### src/rtl/tc0480scp_rom_cache_if.sv
// Bus bundle between the TC0480SCP tile fetch port, the ROM cache and the SDRAM controller.
// The slave modport is the cache; the master modport is its environment
// (the tile fetcher on the rom_* side and the SDRAM controller on the sdr_* side).
interface tc0480scp_rom_cache_if #(
    parameter int SDR_AW = 27
);
    logic [22:0]       rom_address;
    logic              rom_req;
    logic              rom_ack;
    logic [63:0]       rom_data;
    logic [SDR_AW-1:0] sdr_addr;
    logic              sdr_req;
    logic              sdr_ack;
    logic [63:0]       sdr_data;
    logic              flush;
    logic              busy;

    modport master (
        output rom_address, rom_req,
        input  rom_ack, rom_data,
        input  sdr_addr, sdr_req,
        output sdr_ack, sdr_data,
        output flush,
        input  busy
    );

    modport slave (
        input  rom_address, rom_req,
        output rom_ack, rom_data,
        output sdr_addr, sdr_req,
        input  sdr_ack, sdr_data,
        input  flush,
        output busy
    );
endinterface

### src/rtl/tc0480scp_rom_cache.sv
// Direct-mapped read-only line cache for TC0480SCP BG tile rows.
// One 64-bit tile row per line; misses are filled from SDRAM over a toggle handshake.
// Valid bits live in flops so a flush can walk them clear one line per cycle.
module tc0480scp_rom_cache #(
    parameter int                LINES_LOG2 = 6,
    parameter int                SDR_AW     = 27,
    parameter logic [SDR_AW-1:0] SDR_BASE   = '0
) (
    input logic                   clk,
    input logic                   reset,
    tc0480scp_rom_cache_if.slave  bus
);

    localparam int LINES = 1 << LINES_LOG2;
    localparam int TAG_W = 23 - 3 - LINES_LOG2;

    typedef enum logic [1:0] {
        ST_INIT,
        ST_IDLE,
        ST_LOOKUP,
        ST_FILL
    } state_t;

    state_t                  state_q, state_d;
    logic [LINES_LOG2-1:0]   init_idx_q, init_idx_d;
    logic [LINES-1:0]        valid_q, valid_d;
    logic                    flush_pending_q, flush_pending_d;
    logic [22:3]             addr_q, addr_d;
    logic                    rom_ack_q, rom_ack_d;
    logic [63:0]             rom_data_q, rom_data_d;
    logic [SDR_AW-1:0]       sdr_addr_q, sdr_addr_d;
    logic                    sdr_req_q, sdr_req_d;
    logic                    busy_q, busy_d;

    logic [63:0]             data_ram [LINES];
    logic [TAG_W-1:0]        tag_ram  [LINES];
    logic [63:0]             rd_data_q;
    logic [TAG_W-1:0]        rd_tag_q;
    logic                    ram_we;
    logic                    ram_re;

    logic [LINES_LOG2-1:0]   req_idx;
    logic [LINES_LOG2-1:0]   line_idx;
    logic [TAG_W-1:0]        line_tag;
    logic                    hit;
    logic                    flush_seen;

    assign req_idx    = bus.rom_address[3 +: LINES_LOG2];
    assign line_idx   = addr_q[3 +: LINES_LOG2];
    assign line_tag   = addr_q[22 -: TAG_W];
    assign hit        = valid_q[line_idx] && (rd_tag_q == line_tag);
    assign flush_seen = flush_pending_q | bus.flush;

    assign bus.rom_ack  = rom_ack_q;
    assign bus.rom_data = rom_data_q;
    assign bus.sdr_addr = sdr_addr_q;
    assign bus.sdr_req  = sdr_req_q;
    assign bus.busy     = busy_q;

    // Next-state and registered-output logic for the lookup / fill / invalidate sequencer.
    always_comb begin
        state_d         = state_q;
        init_idx_d      = init_idx_q;
        valid_d         = valid_q;
        flush_pending_d = flush_seen;
        addr_d          = addr_q;
        rom_ack_d       = rom_ack_q;
        rom_data_d      = rom_data_q;
        sdr_addr_d      = sdr_addr_q;
        sdr_req_d       = sdr_req_q;
        busy_d          = busy_q;
        ram_we          = 1'b0;
        ram_re          = 1'b0;

        case (state_q)
            ST_INIT: begin
                busy_d             = 1'b1;
                flush_pending_d    = 1'b0;
                valid_d[init_idx_q] = 1'b0;
                // No read can be outstanding here, so keep the SDRAM handshake aligned.
                sdr_req_d          = bus.sdr_ack;
                if (bus.flush) begin
                    init_idx_d = '0;
                end else if (init_idx_q == LINES_LOG2'(LINES - 1)) begin
                    init_idx_d = '0;
                    busy_d     = 1'b0;
                    state_d    = ST_IDLE;
                end else begin
                    init_idx_d = init_idx_q + LINES_LOG2'(1);
                end
            end

            ST_IDLE: begin
                if (flush_seen) begin
                    flush_pending_d = 1'b0;
                    init_idx_d      = '0;
                    busy_d          = 1'b1;
                    state_d         = ST_INIT;
                end else if (bus.rom_req != rom_ack_q) begin
                    addr_d  = bus.rom_address[22:3];
                    ram_re  = 1'b1;
                    state_d = ST_LOOKUP;
                end
            end

            ST_LOOKUP: begin
                if (hit) begin
                    rom_data_d = rd_data_q;
                    rom_ack_d  = bus.rom_req;
                    state_d    = ST_IDLE;
                end else begin
                    sdr_addr_d = SDR_BASE + SDR_AW'({addr_q, 3'b000});
                    sdr_req_d  = ~sdr_req_q;
                    state_d    = ST_FILL;
                end
            end

            ST_FILL: begin
                if (bus.sdr_ack == sdr_req_q) begin
                    rom_data_d = bus.sdr_data;
                    rom_ack_d  = bus.rom_req;
                    if (!flush_seen) begin
                        ram_we            = 1'b1;
                        valid_d[line_idx] = 1'b1;
                    end
                    state_d = ST_IDLE;
                end
            end

            default: begin
                state_d = ST_INIT;
            end
        endcase
    end

    // State and output registers; reset realigns both toggle handshakes so nothing stale completes.
    always_ff @(posedge clk) begin
        if (reset) begin
            state_q         <= ST_INIT;
            init_idx_q      <= '0;
            valid_q         <= '0;
            flush_pending_q <= 1'b0;
            addr_q          <= '0;
            rom_ack_q       <= bus.rom_req;
            rom_data_q      <= '0;
            sdr_addr_q      <= '0;
            sdr_req_q       <= bus.sdr_ack;
            busy_q          <= 1'b1;
        end else begin
            state_q         <= state_d;
            init_idx_q      <= init_idx_d;
            valid_q         <= valid_d;
            flush_pending_q <= flush_pending_d;
            addr_q          <= addr_d;
            rom_ack_q       <= rom_ack_d;
            rom_data_q      <= rom_data_d;
            sdr_addr_q      <= sdr_addr_d;
            sdr_req_q       <= sdr_req_d;
            busy_q          <= busy_d;
        end
    end

    // Line data and tag storage with a one-cycle registered read issued from IDLE.
    always_ff @(posedge clk) begin
        if (ram_we) begin
            data_ram[line_idx] <= bus.sdr_data;
            tag_ram[line_idx]  <= line_tag;
        end
        if (ram_re) begin
            rd_data_q <= data_ram[req_idx];
            rd_tag_q  <= tag_ram[req_idx];
        end
    end

endmodule

### src/flat_wrapper.sv
// flat-port wrapper written by rule: the top's interface ports become plain ports
module tc0480scp_rom_cache_flat 
#(
    parameter int                LINES_LOG2 = 6,
    parameter int                SDR_AW     = 27,
    parameter logic [SDR_AW-1:0] SDR_BASE   = '0
)
  (clk, reset, bus_rom_address, bus_rom_req, bus_rom_ack, bus_rom_data, bus_sdr_addr, bus_sdr_req, bus_sdr_ack, bus_sdr_data, bus_flush, bus_busy);
  tc0480scp_rom_cache_if #(.SDR_AW(SDR_AW)) bus_i ();
  input logic clk;
  input logic reset;
  input wire logic [$bits(bus_i.rom_address)-1:0] bus_rom_address;
  input wire logic [$bits(bus_i.rom_req)-1:0] bus_rom_req;
  output wire logic [$bits(bus_i.rom_ack)-1:0] bus_rom_ack;
  output wire logic [$bits(bus_i.rom_data)-1:0] bus_rom_data;
  output wire logic [$bits(bus_i.sdr_addr)-1:0] bus_sdr_addr;
  output wire logic [$bits(bus_i.sdr_req)-1:0] bus_sdr_req;
  input wire logic [$bits(bus_i.sdr_ack)-1:0] bus_sdr_ack;
  input wire logic [$bits(bus_i.sdr_data)-1:0] bus_sdr_data;
  input wire logic [$bits(bus_i.flush)-1:0] bus_flush;
  output wire logic [$bits(bus_i.busy)-1:0] bus_busy;
  assign bus_i.rom_address = bus_rom_address;
  assign bus_i.rom_req = bus_rom_req;
  assign bus_rom_ack = bus_i.rom_ack;
  assign bus_rom_data = bus_i.rom_data;
  assign bus_sdr_addr = bus_i.sdr_addr;
  assign bus_sdr_req = bus_i.sdr_req;
  assign bus_i.sdr_ack = bus_sdr_ack;
  assign bus_i.sdr_data = bus_sdr_data;
  assign bus_i.flush = bus_flush;
  assign bus_busy = bus_i.busy;
  tc0480scp_rom_cache #(.LINES_LOG2(LINES_LOG2), .SDR_AW(SDR_AW), .SDR_BASE(SDR_BASE)) u_core (.clk(clk), .reset(reset), .bus(bus_i));
endmodule
### config.mk
export PLATFORM = sky130hd
export DESIGN_NAME = tc0480scp_rom_cache_flat
export DESIGN_NICKNAME = d
export VERILOG_FILES = /design/src/rtl/tc0480scp_rom_cache_if.sv /design/src/rtl/tc0480scp_rom_cache.sv /design/src/flat_wrapper.sv
export SDC_FILE = /design/constraint.sdc
export NUM_CORES = 2
export LEC_CHECK = 0
export ABC_CLOCK_PERIOD_IN_PS = 6600
export CAP_MARGIN = 20
export CORE_MARGIN = 2
export CORE_UTILIZATION = 25
export DETAILED_ROUTE_END_ITERATION = 10
export MAX_ROUTING_LAYER = met4
export PLACE_DENSITY_LB_ADDON = 0.25
export SYNTH_ARGS = -nofsm -noshare
export SYNTH_HDL_FRONTEND = slang
export SYNTH_MEMORY_MAX_BITS = 65536
export SYNTH_SLANG_ARGS = --single-unit
### constraint.sdc
create_clock -name clk -period 6.6 [get_ports clk]
set_input_delay 1.32 -clock clk [delete_from_list [all_inputs] [get_ports clk]]
set_output_delay 1.32 -clock clk [all_outputs]
set_load 0.01 [all_outputs]
==> implementation parameters <==
Parameter                              Value

Placement
  Count of input and output buffers    175
  Minimum setup slack after placement    1.210 ns
  Post-detailed-placement cell area    between 200000 and 250000 µm²
  Final HPWL DP    324.2 mm
  Number of cells after detailed placement    18810
  Gpl congestion    0.8182

Logic synthesis
  Top post-synthesis cells by area    sky130_fd_sc_hd__edfxtp_1 76%, sky130_fd_sc_hd__mux4_2 19%, sky130_fd_sc_hd__dfxtp_1 1.8%, sky130_fd_sc_hd__clkbuf_1 0.50%, sky130_fd_sc_hd__nor2_1 0.50%
  Dominant register cell in the synthesized netlist    sky130_fd_sc_hd__edfxtp_1
  Cell type contributing the most total cell area after synthesis    sky130_fd_sc_hd__edfxtp_1
  Flops & latches, synth    approximately 5300
  Netlist area before placement    199800 µm²
  Netlist cell types    a little over 60
  Synthesized-area fraction occupied by xor and xnor cells    0.0007012
  Mux cell area share after synthesis    0.1865
  Avg Synthesized Cell Area    24.38 µm²
  Largest family of logic cells by synthesized area    multiplexers
  Warning count from the yosys run    0
  Count of flip-flops with a built-in enable after synthesis    between 5000 and 6000
  Area share of the leading cell type in the synthesized netlist    0.7621
  Area fraction in compound gates after synthesis    0.01110
  Part of the Yosys area used for sequential elements    0.7800
  Synth Area in Simple Gates    0.01116
  Share of synthesized flip-flops with an asynchronous set or reset    0
  Synthesized-area fraction occupied by adder cells    0.0003757
  Post-synthesis cell count    8198

Final layout
  Top library cells by usage in the layout, fill and taps aside    5072 x sky130_fd_sc_hd__edfxtp_1, 1642 x sky130_fd_sc_hd__mux4_2, 594 x sky130_fd_sc_hd__clkbuf_16
  Final non-filler cell total    19930
  Number of nets in the layout    8984
  Proportion of layout cells with a drive suffix above 1    0.3196
  Final core utilization    0.2973
  Final instance area    roughly 240000 µm²
  Area added between synthesis and finish    18.64%
  Commonest non-fill, non-tap cell in the layout    sky130_fd_sc_hd__edfxtp_1

Clock tree
  Number of levels in the clock H-tree    6
  Clock buffer count from CTS    roughly 590
  Post-cts sizing count    0
  Clock tree buffer depth    4
  Count of hold-fix buffers inserted at cts    0
  Number of setup buffers added after CTS    0
  Clock transition at the register clock pins on the worst setup and hold paths after CTS    0.06 ns
  Clock Tree Root    sky130_fd_sc_hd__clkbuf_16
  Total number of clock tree sinks    5250
  Clock latency at the later pin of the worst-skew pair    1.10 ns
  TritonCTS clock tree    yes

Setup path
  Critical Path Slowest Stage Cell    sky130_fd_sc_hd__nor2_4
  Kind of cell with the highest combined delay on the critical path    simple AND/OR/NAND/NOR gates
  Largest fanout on the critical path    22
  Sum of buffers and inverters on the critical path    2
  Worst reg-to-reg setup slack    2.33 ns
  CP required    7.32 ns
  Endpoint of the worst-slack reg-to-reg timing path    u_core.data_ram[1][46]$_DFFE_PP_
  Startpoint kind of the worst setup timing path    input port
  Instance count on the critical path    7
  Data arrival, critical path    5.19 ns
  Category of the worst setup path capture point    flip-flop
  Cell Chain, Critical Path    clkdlybuf4s50_1 > xnor2_1 > nand2_1 > nor3_2 > nand2_1 > nor2_4 > buf_12
  Most frequent cell on the critical path    sky130_fd_sc_hd__nand2_1
  Setup Crit Path Kind    in -> reg
  Reg2reg path depth    6
  Source of the worst register-to-register timing path    u_core.bus.sdr_req$_DFFE_PP_
  Critical path's largest stage delay    0.84 ns

STA
  Maximum achievable frequency    223.7 MHz
  Clock skew after layout    0.09828 ns
  Relative max-transition margin    0.2688
  Share of the cycle needed by the critical path after routing    0.6772
  Setup repair after global routing missed its margin    no
  Post-route minimum period    roughly 4.5 ns
  Min setup slack post-route    2.131 ns
  Sum Neg Setup Slack    0 ns
  Final Slew Violations    0
  Final setup violation count    0
  Worst Tran Pin Value    1.097 ns
  Post-route worst hold slack    ~0.46 ns
  Total count of hold-check failures in the final report    0

Die
  Die H    between 800 and 900 µm
  Core region area    797400 µm²
  Placement row count    328
  Full die area    806500 µm²
  Initial cell density of the core    0.2506
  Horizontal die dimension    898.1 µm
  I/O pins    between 150 and 200

Routing
  Remaining number of nets flagged by the antenna check after routing    0
  Drt initial violations    11030
  Overall routed net length    621.2 mm
  Routed wl met3    35.60 mm
  Routed met1 length    258.8 mm
  Average vias per placed instance    4.751
  Via count    94670
  Average wire per cell in the routed design    31.18 µm
  First drt pass iteration count    6
  DR WL met2    311.1 mm
  Highest metal used    met4
  Count of unresolved DRC violations after routing    0

Hold path
  Type of the most critical hold path    reg -> reg
  Start point of the worst min-delay path    u_core.addr_q[4]$_SDFFE_PP0P_
  Worst hold stages    2
  Endpoint of the worst hold-timing path    u_core.addr_q[4]$_SDFFE_PP0P_

GRT
  Largest net degree at the start of global routing    100
  Aggregate global routing overflow    0
  Number of global-route vias before repair    98100
  Overall routing resource usage    0.1533
  Global-route wire length before repair    approximately 840 mm
  Initial antenna violation count    60

Power
  Power density normalized to cell area    299.9 nW/µm²
  Power after layout    71.11 mW
  Worst vdd rail ir drop    0.0002888 V
  Static leakage power    70.63 nW

Job
  Max capacitance violation total    0

Outcome
  Status    completed
[power by group]
| group | internal, mW | total (mW) | leakage (nW) | switching (mW) |
|---|---|---|---|---|
| combinational | 1.26 | 2.86 | 15.1 | 1.60 |
| clock | 18.1 | 31.7 | 9.03 | 13.7 |
| sequential | 36.5 | 36.5 | 46.5 | 0.0217 |
[metal layers]
| metal | track usage | vias to the layer above |
|---|---|---|
| met3 | 0.02037 | 856 |
| met2 | 0.2565 | 3378 |
| met1 | 0.1994 | 53430 |
| met4 | 0.03588 | 0 |
| met5 | - | - |
| li1 | - | 37010 |
[sequential cells by signal, indices dropped and copies added (netlist names)]
signal	flops
u_core.bus.sdr_req	1
u_core.rd_data_q	64
u_core.valid_q	64
u_core.flush_pending_q	1
u_core.bus.rom_data	64
u_core.addr_q	20
u_core.data_ram	4096
u_core.tag_ram	896
u_core.rd_tag_q	14
u_core.bus.rom_ack	1
u_core.init_idx_q	6
u_core.bus.busy	1
u_core.state_q	2
u_core.bus.sdr_addr	20
[worst reg2reg max path, stage by stage (launching register included)]
cell and delay, ns:
sky130_fd_sc_hd__edfxtp_1 0.44, sky130_fd_sc_hd__xnor2_1 0.51, sky130_fd_sc_hd__nand2_1 0.20, sky130_fd_sc_hd__nor3_2 0.73
sky130_fd_sc_hd__nand2_1 0.77, sky130_fd_sc_hd__nor2_4 0.84, sky130_fd_sc_hd__buf_12 0.34
[final cells by class]
class	instances	area, µm²
flip-flops and latches	5250	155900
inverters	18	172.7
clock buffers	746	15560
fillers	76330	560300
diodes	8	20.02
repair buffers	557	6822
multi-input cells	2472	42390
well taps	10560	13210
clock inverters	315	3030
[Yosys cell counts (6+ instances only)]
master / number
sky130_fd_sc_hd__mux4_2: 1642
sky130_fd_sc_hd__inv_1: 17
sky130_fd_sc_hd__xor2_1: 14
sky130_fd_sc_hd__o21ai_0: 21
sky130_fd_sc_hd__a211oi_1: 32
sky130_fd_sc_hd__nand3b_1: 9
sky130_fd_sc_hd__mux2i_1: 26
sky130_fd_sc_hd__buf_2: 116
sky130_fd_sc_hd__clkbuf_1: 264
sky130_fd_sc_hd__nand3_1: 20
sky130_fd_sc_hd__dfxtp_1: 178
sky130_fd_sc_hd__nor3_1: 17
sky130_fd_sc_hd__buf_1: 66
sky130_fd_sc_hd__nand2b_1: 42
sky130_fd_sc_hd__and2_1: 8
sky130_fd_sc_hd__nor3b_1: 6
sky130_fd_sc_hd__edfxtp_1: 5072
sky130_fd_sc_hd__a21oi_1: 55
sky130_fd_sc_hd__nand2_1: 92
sky130_fd_sc_hd__buf_4: 15
sky130_fd_sc_hd__a22oi_1: 9
sky130_fd_sc_hd__o221a_1: 60
sky130_fd_sc_hd__or2_2: 7
sky130_fd_sc_hd__ha_1: 6
sky130_fd_sc_hd__nor2_1: 264
sky130_fd_sc_hd__o22a_1: 65
[worst max-delay path by stage]
stage,endpoint,startpoint
2_1_floorplan,u_core.data_ram[11][0]$_DFFE_PP_,bus_sdr_ack
3_3_place_gp,u_core.data_ram[31][6]$_DFFE_PP_,bus_sdr_ack
3_5_place_dp,u_core.data_ram[1][45]$_DFFE_PP_,bus_sdr_ack
4_1_cts,u_core.data_ram[1][40]$_DFFE_PP_,bus_sdr_ack
5_1_grt,u_core.data_ram[2][18]$_DFFE_PP_,bus_sdr_ack
6_report,u_core.data_ram[1][46]$_DFFE_PP_,bus_sdr_ack
[kinds of logic (layout without fill, tap and decap cells)]
| kind of cell | Yosys count | in the layout |
|---|---|---|
| xor+xnor | 16 | 16 |
| other cells | 1 | 15 |
| simple gates | 496 | 496 |
| flops | 5250 | 5250 |
| buf+inv | 482 | 1636 |
| compound gates | 276 | 276 |
| mux | 1671 | 1671 |
| fa+ha+maj | 6 | 6 |
Power figures use the tool's default switching activity.
